**config.mk**
```make
export PLATFORM = sky130hd
export DESIGN_NAME = dmem_seq
export DESIGN_NICKNAME = d
export VERILOG_FILES = /design/src/rtl/dmem_seq.sv
export SDC_FILE = /design/constraint.sdc
export NUM_CORES = 1
export LEC_CHECK = 0
export CORE_MARGIN = 4
export CORE_UTILIZATION = 35
export CTS_CLUSTER_DIAMETER = 120
export DETAILED_ROUTE_END_ITERATION = 10
export PLACE_DENSITY = 0.67
export REMOVE_ABC_BUFFERS = 1
export SLEW_MARGIN = 20
export SYNTH_ARGS = -nofsm -noshare
export SYNTH_HDL_FRONTEND = slang
export SYNTH_SLANG_ARGS = --single-unit
```
**constraint.sdc**
```tcl
create_clock -name clk -period 2.5 [get_ports clk]
set_clock_uncertainty 0.05 [all_clocks]
set_input_delay 0.25 -clock clk [delete_from_list [all_inputs] [get_ports clk]]
set_output_delay 0.25 -clock clk [all_outputs]
set_load 0.02 [all_outputs]
```
**src/rtl/dmem_seq.sv**
```systemverilog
// MEM-stage data-memory sequencer: req/ack bus handshake, byte enables, load extension.
// Optional MISALIGN_TRAP_EN: misaligned half/word accesses trap without a bus cycle.
module dmem_seq #(
   parameter int unsigned TIMEOUT = 255,
   parameter int unsigned CNT_W   = 8
) (
   input  logic        clk,
   input  logic        rstn,
   input  logic        mem_read_i,
   input  logic        mem_write_i,
   input  logic [2:0]  dm_ctrl_i,
   input  logic [31:0] addr_i,
   input  logic [31:0] wdata_i,
   output logic        stall_o,
   output logic [31:0] rdata_o,
   output logic        rdata_valid_o,
   output logic        err_o,
   output logic        misalign_o,
   output logic        bus_req_o,
   output logic        bus_we_o,
   output logic [31:0] bus_addr_o,
   output logic [3:0]  bus_be_o,
   output logic [31:0] bus_wdata_o,
   input  logic        bus_ack_i,
   input  logic [31:0] bus_rdata_i
);

   localparam logic [1:0] S_IDLE = 2'd0;
   localparam logic [1:0] S_REQ  = 2'd1;
   localparam logic [1:0] S_DONE = 2'd2;

   localparam logic [CNT_W-1:0] CNT_LAST = CNT_W'(TIMEOUT - 1);

   // Undefined encodings (101..111) fall through to word size.
   function automatic logic is_byte(input logic [2:0] c);
      return (c == 3'b011) || (c == 3'b100);
   endfunction

   function automatic logic is_half(input logic [2:0] c);
      return (c == 3'b001) || (c == 3'b010);
   endfunction

   function automatic logic is_signed(input logic [2:0] c);
      return (c == 3'b001) || (c == 3'b011);
   endfunction

   logic [1:0]       state;
   logic             we_q;
   logic [2:0]       ctrl_q;
   logic [31:0]      addr_q;
   logic [31:0]      wdata_q;
   logic [31:0]      rdata_q;
   logic [CNT_W-1:0] cnt;
   logic             err_q;
   logic             mis_q;

   logic             start;
   logic             mis_det;
   logic             in_req;
   logic [3:0]       be;
   logic [31:0]      lanes;
   logic [31:0]      load_ext;
   logic [7:0]       sel_b;
   logic [15:0]      sel_h;

   assign start  = mem_read_i | mem_write_i;
   assign in_req = (state == S_REQ);

`ifdef MISALIGN_TRAP_EN
   assign mis_det = (is_half(dm_ctrl_i) & addr_i[0]) |
                    (!is_half(dm_ctrl_i) & !is_byte(dm_ctrl_i) & (addr_i[1:0] != 2'b00));
`else
   assign mis_det = 1'b0;
`endif

   // NOTE: every combinational output gets a default first, so no path leaves it unassigned (no latch).
   always_comb begin
      be    = 4'b1111;
      lanes = wdata_q;
      if (is_byte(ctrl_q)) begin
         be    = 4'b0001 << addr_q[1:0];
         lanes = {4{wdata_q[7:0]}};
      end else if (is_half(ctrl_q)) begin
         be    = addr_q[1] ? 4'b1100 : 4'b0011;
         lanes = {2{wdata_q[15:0]}};
      end
   end

   always_comb begin
      sel_b    = bus_rdata_i[8*addr_q[1:0] +: 8];
      sel_h    = addr_q[1] ? bus_rdata_i[31:16] : bus_rdata_i[15:0];
      load_ext = bus_rdata_i;
      if (is_byte(ctrl_q)) begin
         load_ext = {{24{is_signed(ctrl_q) & sel_b[7]}}, sel_b};
      end else if (is_half(ctrl_q)) begin
         load_ext = {{16{is_signed(ctrl_q) & sel_h[15]}}, sel_h};
      end
   end

   // NOTE: sequential state uses non-blocking assignments so every register samples pre-edge values.
   always_ff @(posedge clk or negedge rstn) begin
      if (!rstn) begin
         state   <= S_IDLE;
         we_q    <= 1'b0;
         ctrl_q  <= 3'b000;
         addr_q  <= '0;
         wdata_q <= '0;
         rdata_q <= '0;
         cnt     <= '0;
         err_q   <= 1'b0;
         mis_q   <= 1'b0;
      end else begin
         case (state)
            S_IDLE: begin
               if (start) begin
                  we_q    <= mem_write_i;
                  ctrl_q  <= dm_ctrl_i;
                  addr_q  <= addr_i;
                  wdata_q <= wdata_i;
                  rdata_q <= '0;
                  cnt     <= '0;
                  err_q   <= mis_det;
                  mis_q   <= mis_det;
                  state   <= mis_det ? S_DONE : S_REQ;
               end
            end
            S_REQ: begin
               // Ack on the last counted cycle still completes normally.
               if (bus_ack_i) begin
                  rdata_q <= we_q ? '0 : load_ext;
                  state   <= S_DONE;
               end else if (cnt == CNT_LAST) begin
                  rdata_q <= '0;
                  err_q   <= 1'b1;
                  state   <= S_DONE;
               end else begin
                  cnt <= cnt + 1'b1;
               end
            end
            S_DONE: begin
               cnt   <= '0;
               err_q <= 1'b0;
               mis_q <= 1'b0;
               state <= S_IDLE;
            end
            default: state <= S_IDLE;
         endcase
      end
   end

   assign stall_o       = (state == S_IDLE) ? start : in_req;
   assign rdata_valid_o = (state == S_DONE);
   assign rdata_o       = rdata_q;
   assign err_o         = rdata_valid_o & err_q;
   assign misalign_o    = rdata_valid_o & mis_q;

   // Bus fields are gated so the bus is quiet outside a request.
   assign bus_req_o   = in_req;
   assign bus_we_o    = in_req & we_q;
   assign bus_addr_o  = in_req ? {addr_q[31:2], 2'b00} : '0;
   assign bus_be_o    = in_req ? be : 4'b0000;
   assign bus_wdata_o = in_req ? lanes : '0;

endmodule

```
Word level (Yosys, flattened, before mapping)
Index checks and enable logic that the tools add are counted.
W data, S select, Z words.
- $mul: 0
- bitwise operators: 6
- mux-type cells: 30
- divide/modulo/power cells: 0
- equality and inequality tests: 12
- reductions and logical operators: 13
- add/sub/neg operators: 1
- $lt $le $gt $ge: 0
- shift-type cells: 2
- operators with widths (kind ; number):
    $mux W32 ; 10
    $pmux W32 S2 ; 1
    $shiftx A32 B6 Y8 ; 1
    $mux W8 ; 3
    $pmux W8 S3 ; 1
    $mux W16 ; 1
    $mux W4 ; 4
    $add A8 B1 Y8 const B ; 1
    $eq A8 B8 Y1 const B ; 1
    $reduce_and A4 Y1 ; 2
    $eq A3 B2 Y1 const B ; 2
    $mux W2 ; 3
    $ne A2 B2 Y1 const B ; 3
    $reduce_and A2 Y1 ; 3
    $and A1 B1 Y1 ; 5
    $mux W1 ; 4
    $pmux W2 S2 ; 1
    $reduce_bool A2 Y1 ; 2
    $shl A1 B2 Y4 const A ; 1
    $eq A3 B1 Y1 const B ; 1
    $eq A3 B3 Y1 const B ; 1
    $logic_or A1 B1 Y1 ; 3
    $ne A3 B2 Y1 const B ; 1
    $pmux W1 S3 ; 1
    other kinds (8) ; 8
- memories: 0
- logic and storage cells: 73
- memory bits (writable): 0
- register bits: 112
- output and inout bits: 106
- input bits: 104
- bits in latches: 0
- ROM bits: 0

Depth between registers and ports, before layout
- word-level depth: 8
- gate-level depth with buffers: 7
- mapped depth without buffers: 6

Worst setup path before layout
No wires, ideal clock.
- path kind: register to output
- start point: reg ctrl_q[0]
- end point: out bus_wdata_o[29]
- arrival time: 1.881 ns
- data required time: 2.200 ns
- stages on the path, launching flop included: 7
- buffers on the path: 2
- path slack: 0.319 ns
- cells stage by stage: dfrtp_1 -> buf_2 -> or3b_2 -> nand2_1 -> buf_2 -> nand2_1 -> a31oi_1
- word-level cells in the longest chain between the ends: 5
- elaborated cells between the ends (all ways): 9
- those cells by class: eq/ne: 4; mux: 3; reduce/logical: 2
- RTL lines (element ; line ; RTL):
    from (decl) ; 49 ; logic [2:0] ctrl_q;
    from (signal assigned) ; 117 ; ctrl_q <= dm_ctrl_i;
    $eq A3 B1 Y1 or $eq A3 B2 Y1 (tied branches) ; 40 ; return (c == 3'b001) || (c == 3'b010);
    $logic_or A1 B1 Y1 ; 40 ;
    $mux W32 ; 83 ; end else if (is_half(ctrl_q)) begin
    $mux W32 (*) ; 80 ; if (is_byte(ctrl_q)) begin
    $mux W32 (*) ; 162 ; assign bus_wdata_o = in_req ? lanes : '0;
    to (decl) ; 23 ; output logic [31:0] bus_wdata_o,
Mark *: on every way between the ends. The rest lies on a longest branch, timed or not.

Worst setup path after layout
- start point: reg ctrl_q[0]
- end point: out bus_wdata_o[28]
The elaborated chain is that of the path after synthesis.

==> impl_metrics.yaml <==
status:
  status: "finished clean"
timing:
  hold_viol: 0
  setup_violations: 0
  worst_slack_ns: 0.0771
  slew_violations: 0
  clock.fmax_mhz: 413
  period_minus_slack_ns: 2.42
  rsz0062_at_grt: "yes"
  worst_pin_slew_ns: 0.613
  fin_crit_sh_pct: 96.9
  relSlewSlack_pct: 59.1
  setup_tns_ns: 0
die:
  coreArea_um2: 15900
  die_x_um: 136
  dieArea_um2: 18400
  start_util_pct: 35.8
  die_h_um: 136
  num_io_pins: 210
  fp-row-count: 46
power_and_ir_drop:
  p_per_area_nw_per_um2: 1380
  finalPower_uw: 11900
  leakage_uw: 0.00389
  ir_worst_vdd_uv: 683
cells_and_area:
  final_nets: 851
  layout-drive-gt1-share_pct: 22.8
  syn2layout_area_growth_pct: 50.2
  final_core_util_pct: 53.7
  fillCellCount: 1398
  antenna_cells: 0
worst_setup_path:
  r2r-end: "rdata_o[23]"
  crit_required_ns: 2.20
  crit_type: "register to output port"
  r2r.worst_path.cells: 4
  cp_slowest_cell: "dfrtp_1"
  cp_max_fo: 9
  critPathMaxStageDelay_ns: 0.38
  cp-start-kind: "register"
  cp_cell_sequence: "buf_4 -> xnor2_2 -> o211a_4 -> buf_4 -> nand2_1 -> a31oi_1 -> clkdlybuf4s15_1"
  critPathTopFamily: "buffers and inverters"
  r2r_slack_ns: 0.34
  cp-end-kind: "output port"
  crit_arrival_ns: 2.12
  rr_startpoint: "addr_q[1]"
  path_buf_inv: 3
  worst_path_most_repeated_cell: "buf_4"
logic_synthesis:
  ys.warnings.count: 0
  syn_inst: 525
  synth_top_area_share_pct: 48.7
  netlist_area_um2: 5700
  avgSynthCellArea_um2: 10.9
  ys_ff_latch: 111
  synthTopCellsByArea: "dfrtp_1 49%, mux2_2 13%, and2_1 4.5%, nand2_1 3.8%, mux4_2 3.2%"
  seq_area_frac_synth_pct: 48.7
  synth_area_leader_cell: "dfrtp_1"
  synth_cell_types: 50
clocking:
  clockBufferDepth: 2
  cts_tree: "yes"
  cts_root_buf: "clkbuf_16"
  cts-buffers-inserted: 9
  htreeDepth: 3
  numClockSinks: 111
  clk_pin_slew_ns: 0.08
  clk_latency_ns: 0.35
detailed_routing:
  drt_first_iter_violations: 306
  drc: 0
  num_vias: 5060
  via_per_inst: 5.24
  wl_per_cell_um: 19.0
  drt-pass1-iter-count: 7
  wirelength_um: 18400
  postRouteAntennaNets: 0
place:
  io_buffers: 206
  gp_congestion: 0.878
  dp_hpwl_um: 13600
  dp_slack_ns: -0.0490
global_route:
  grt_pass1_vias: 5485
  grt_max_degree: 55
  grt_pass1_wl_um: 28900
  overflow: 0
  antenna_found_initial: 0
  grtUsageTotal_pct: 20.0
run:
  cap_violations: 0
min_path:
  hp-class: "input pin to asynchronous set/reset pin"
## power by group
group	switching [uW]	total, uW	leakage, uW	internal, uW
sequential	538	3110	0.00138	2570
clock	711	1500	0.000140	789
combinational	3810	7250	0.00237	3440
total	5060	11900	0.00389	6790
## cell families (layout without fill, tap and decap cells)
| kind of cell | after synthesis | in the layout | synth area share (%) |
|---|---|---|---|
| compound gates | 113 | 113 | 13.8 |
| xor+xnor | 2 | 2 | 0.307 |
| fa+ha+maj | 3 | 3 | 0.614 |
| buf+inv | 47 | 270 | 3.82 |
| flops | 111 | 111 | 48.7 |
| mux | 78 | 78 | 16.9 |
| other cells | 1 | 3 | 0.0658 |
| simple gates | 170 | 170 | 15.8 |
## worst max path at each step
stage | start | endpoint | slack (ns) | cells past startpoint
global placement | ctrl_q[0] | bus_wdata_o[17] | -0.03 | 6
floorplan | state[0] | addr_q[10] | -0.31 | 3
finish | ctrl_q[0] | bus_wdata_o[28] | 0.08 | 7
CTS | ctrl_q[0] | bus_be_o[1] | -0.01 | 6
detailed placement | ctrl_q[0] | bus_wdata_o[17] | -0.05 | 7
global route | ctrl_q[0] | bus_be_o[3] | -0.07 | 8
## metal layers
| metal | wire, um | global-route usage [%] | vias to the layer above |
|---|---|---|---|
| li1 | - | - | 2310 |
| met1 | 7280 | 24.5 | 2481 |
| met2 | 8690 | 32.7 | 255 |
| met3 | 2230 | 8.84 | 14 |
| met4 | 177 | 4.65 | 0 |
| met5 | 0 | 0 | - |
## synth_stat cells (all sizes together)
master / number
a211oi: 16
a21o: 1
a21oi: 24
a22o: 17
a31oi: 9
a41o: 1
and2: 42
and3: 18
buf: 19
clkbuf: 22
conb: 1
dfrtp: 111
ha: 2
inv: 6
maj3: 1
mux2: 65
mux2i: 5
mux4: 8
nand2: 58
nand2b: 19
nand3: 5
nand3b: 1
nand4: 1
nor2: 13
nor2b: 2
nor3: 2
nor3b: 2
o211a: 1
o211ai: 2
o21a: 2
o21ai: 17
o21bai: 1
o22ai: 2
o2bb2ai: 16
o31a: 1
o31ai: 2
o32ai: 1
or2: 1
or3: 2
or3b: 2
or4: 2
xnor2: 1
xor2: 1
## stage by stage
step                      cell area, um^2  cells  hold WS [ns]
final                                8560    966         0.345
after global routing                 8560    966         0.379
after CTS                            8480    962         0.344
after detailed placement             8160    943         0.177
after global placement               8160    943         0.174
after floorplan                      5510    486       -0.0956
## layout by cell type (no fill, tap or decap), drive strengths merged, types with 3 or more instances in the layout
| cell | count |
|---|---|
| a211oi | 16 |
| dfrtp | 111 |
| inv | 7 |
| mux2i | 5 |
| a22o | 17 |
| nand2 | 58 |
| o21ai | 17 |
| mux4 | 8 |
| clkdlybuf4s15 | 6 |
| and2 | 42 |
| nand3 | 5 |
| nand2b | 19 |
| clkinvlp | 3 |
| clkdlybuf4s50 | 157 |
| mux2 | 65 |
| conb | 3 |
| clkbuf | 11 |
| nor2 | 13 |
| dlymetal6s2s | 20 |
| and3 | 18 |
| o2bb2ai | 16 |
| a31oi | 9 |
| a21oi | 24 |
| buf | 61 |
## flip-flops by register name (all words and copies together) (netlist names)
name and count:
rdata_o 32, wdata_q 32, cnt 8, we_q 1, ctrl_q 3, state 2, addr_q 32, err_q 1
## worst register-to-register path: cells and delay by family (launching register included)
kind	cells	cell delay, ns
AOI/OAI and AO/OA	2	0.67
muxes	1	0.59
DFF	1	0.54
and+or+nand+nor	1	0.20
## cell type report
class | count | area, um^2 | area share, %
clock buffers | 9 | 225 | 2.63
clock inverters | 7 | 81.3 | 0.950
inverters | 6 | 22.5 | 0.263
multi-input cells | 369 | 2770 | 32.3
flip-flops and latches | 111 | 2780 | 32.4
well taps | 216 | 270 | 3.16
repair buffers | 248 | 2420 | 28.2
## what timing repair did
action,CTS,global route
hold buffers,1,0
setup endpoints to repair,28,45
hold endpoints to repair,31,0
gates resized for setup,95,54
buffers inserted,2,4
pin swaps,1,3
Power figures use the tool's default switching activity.
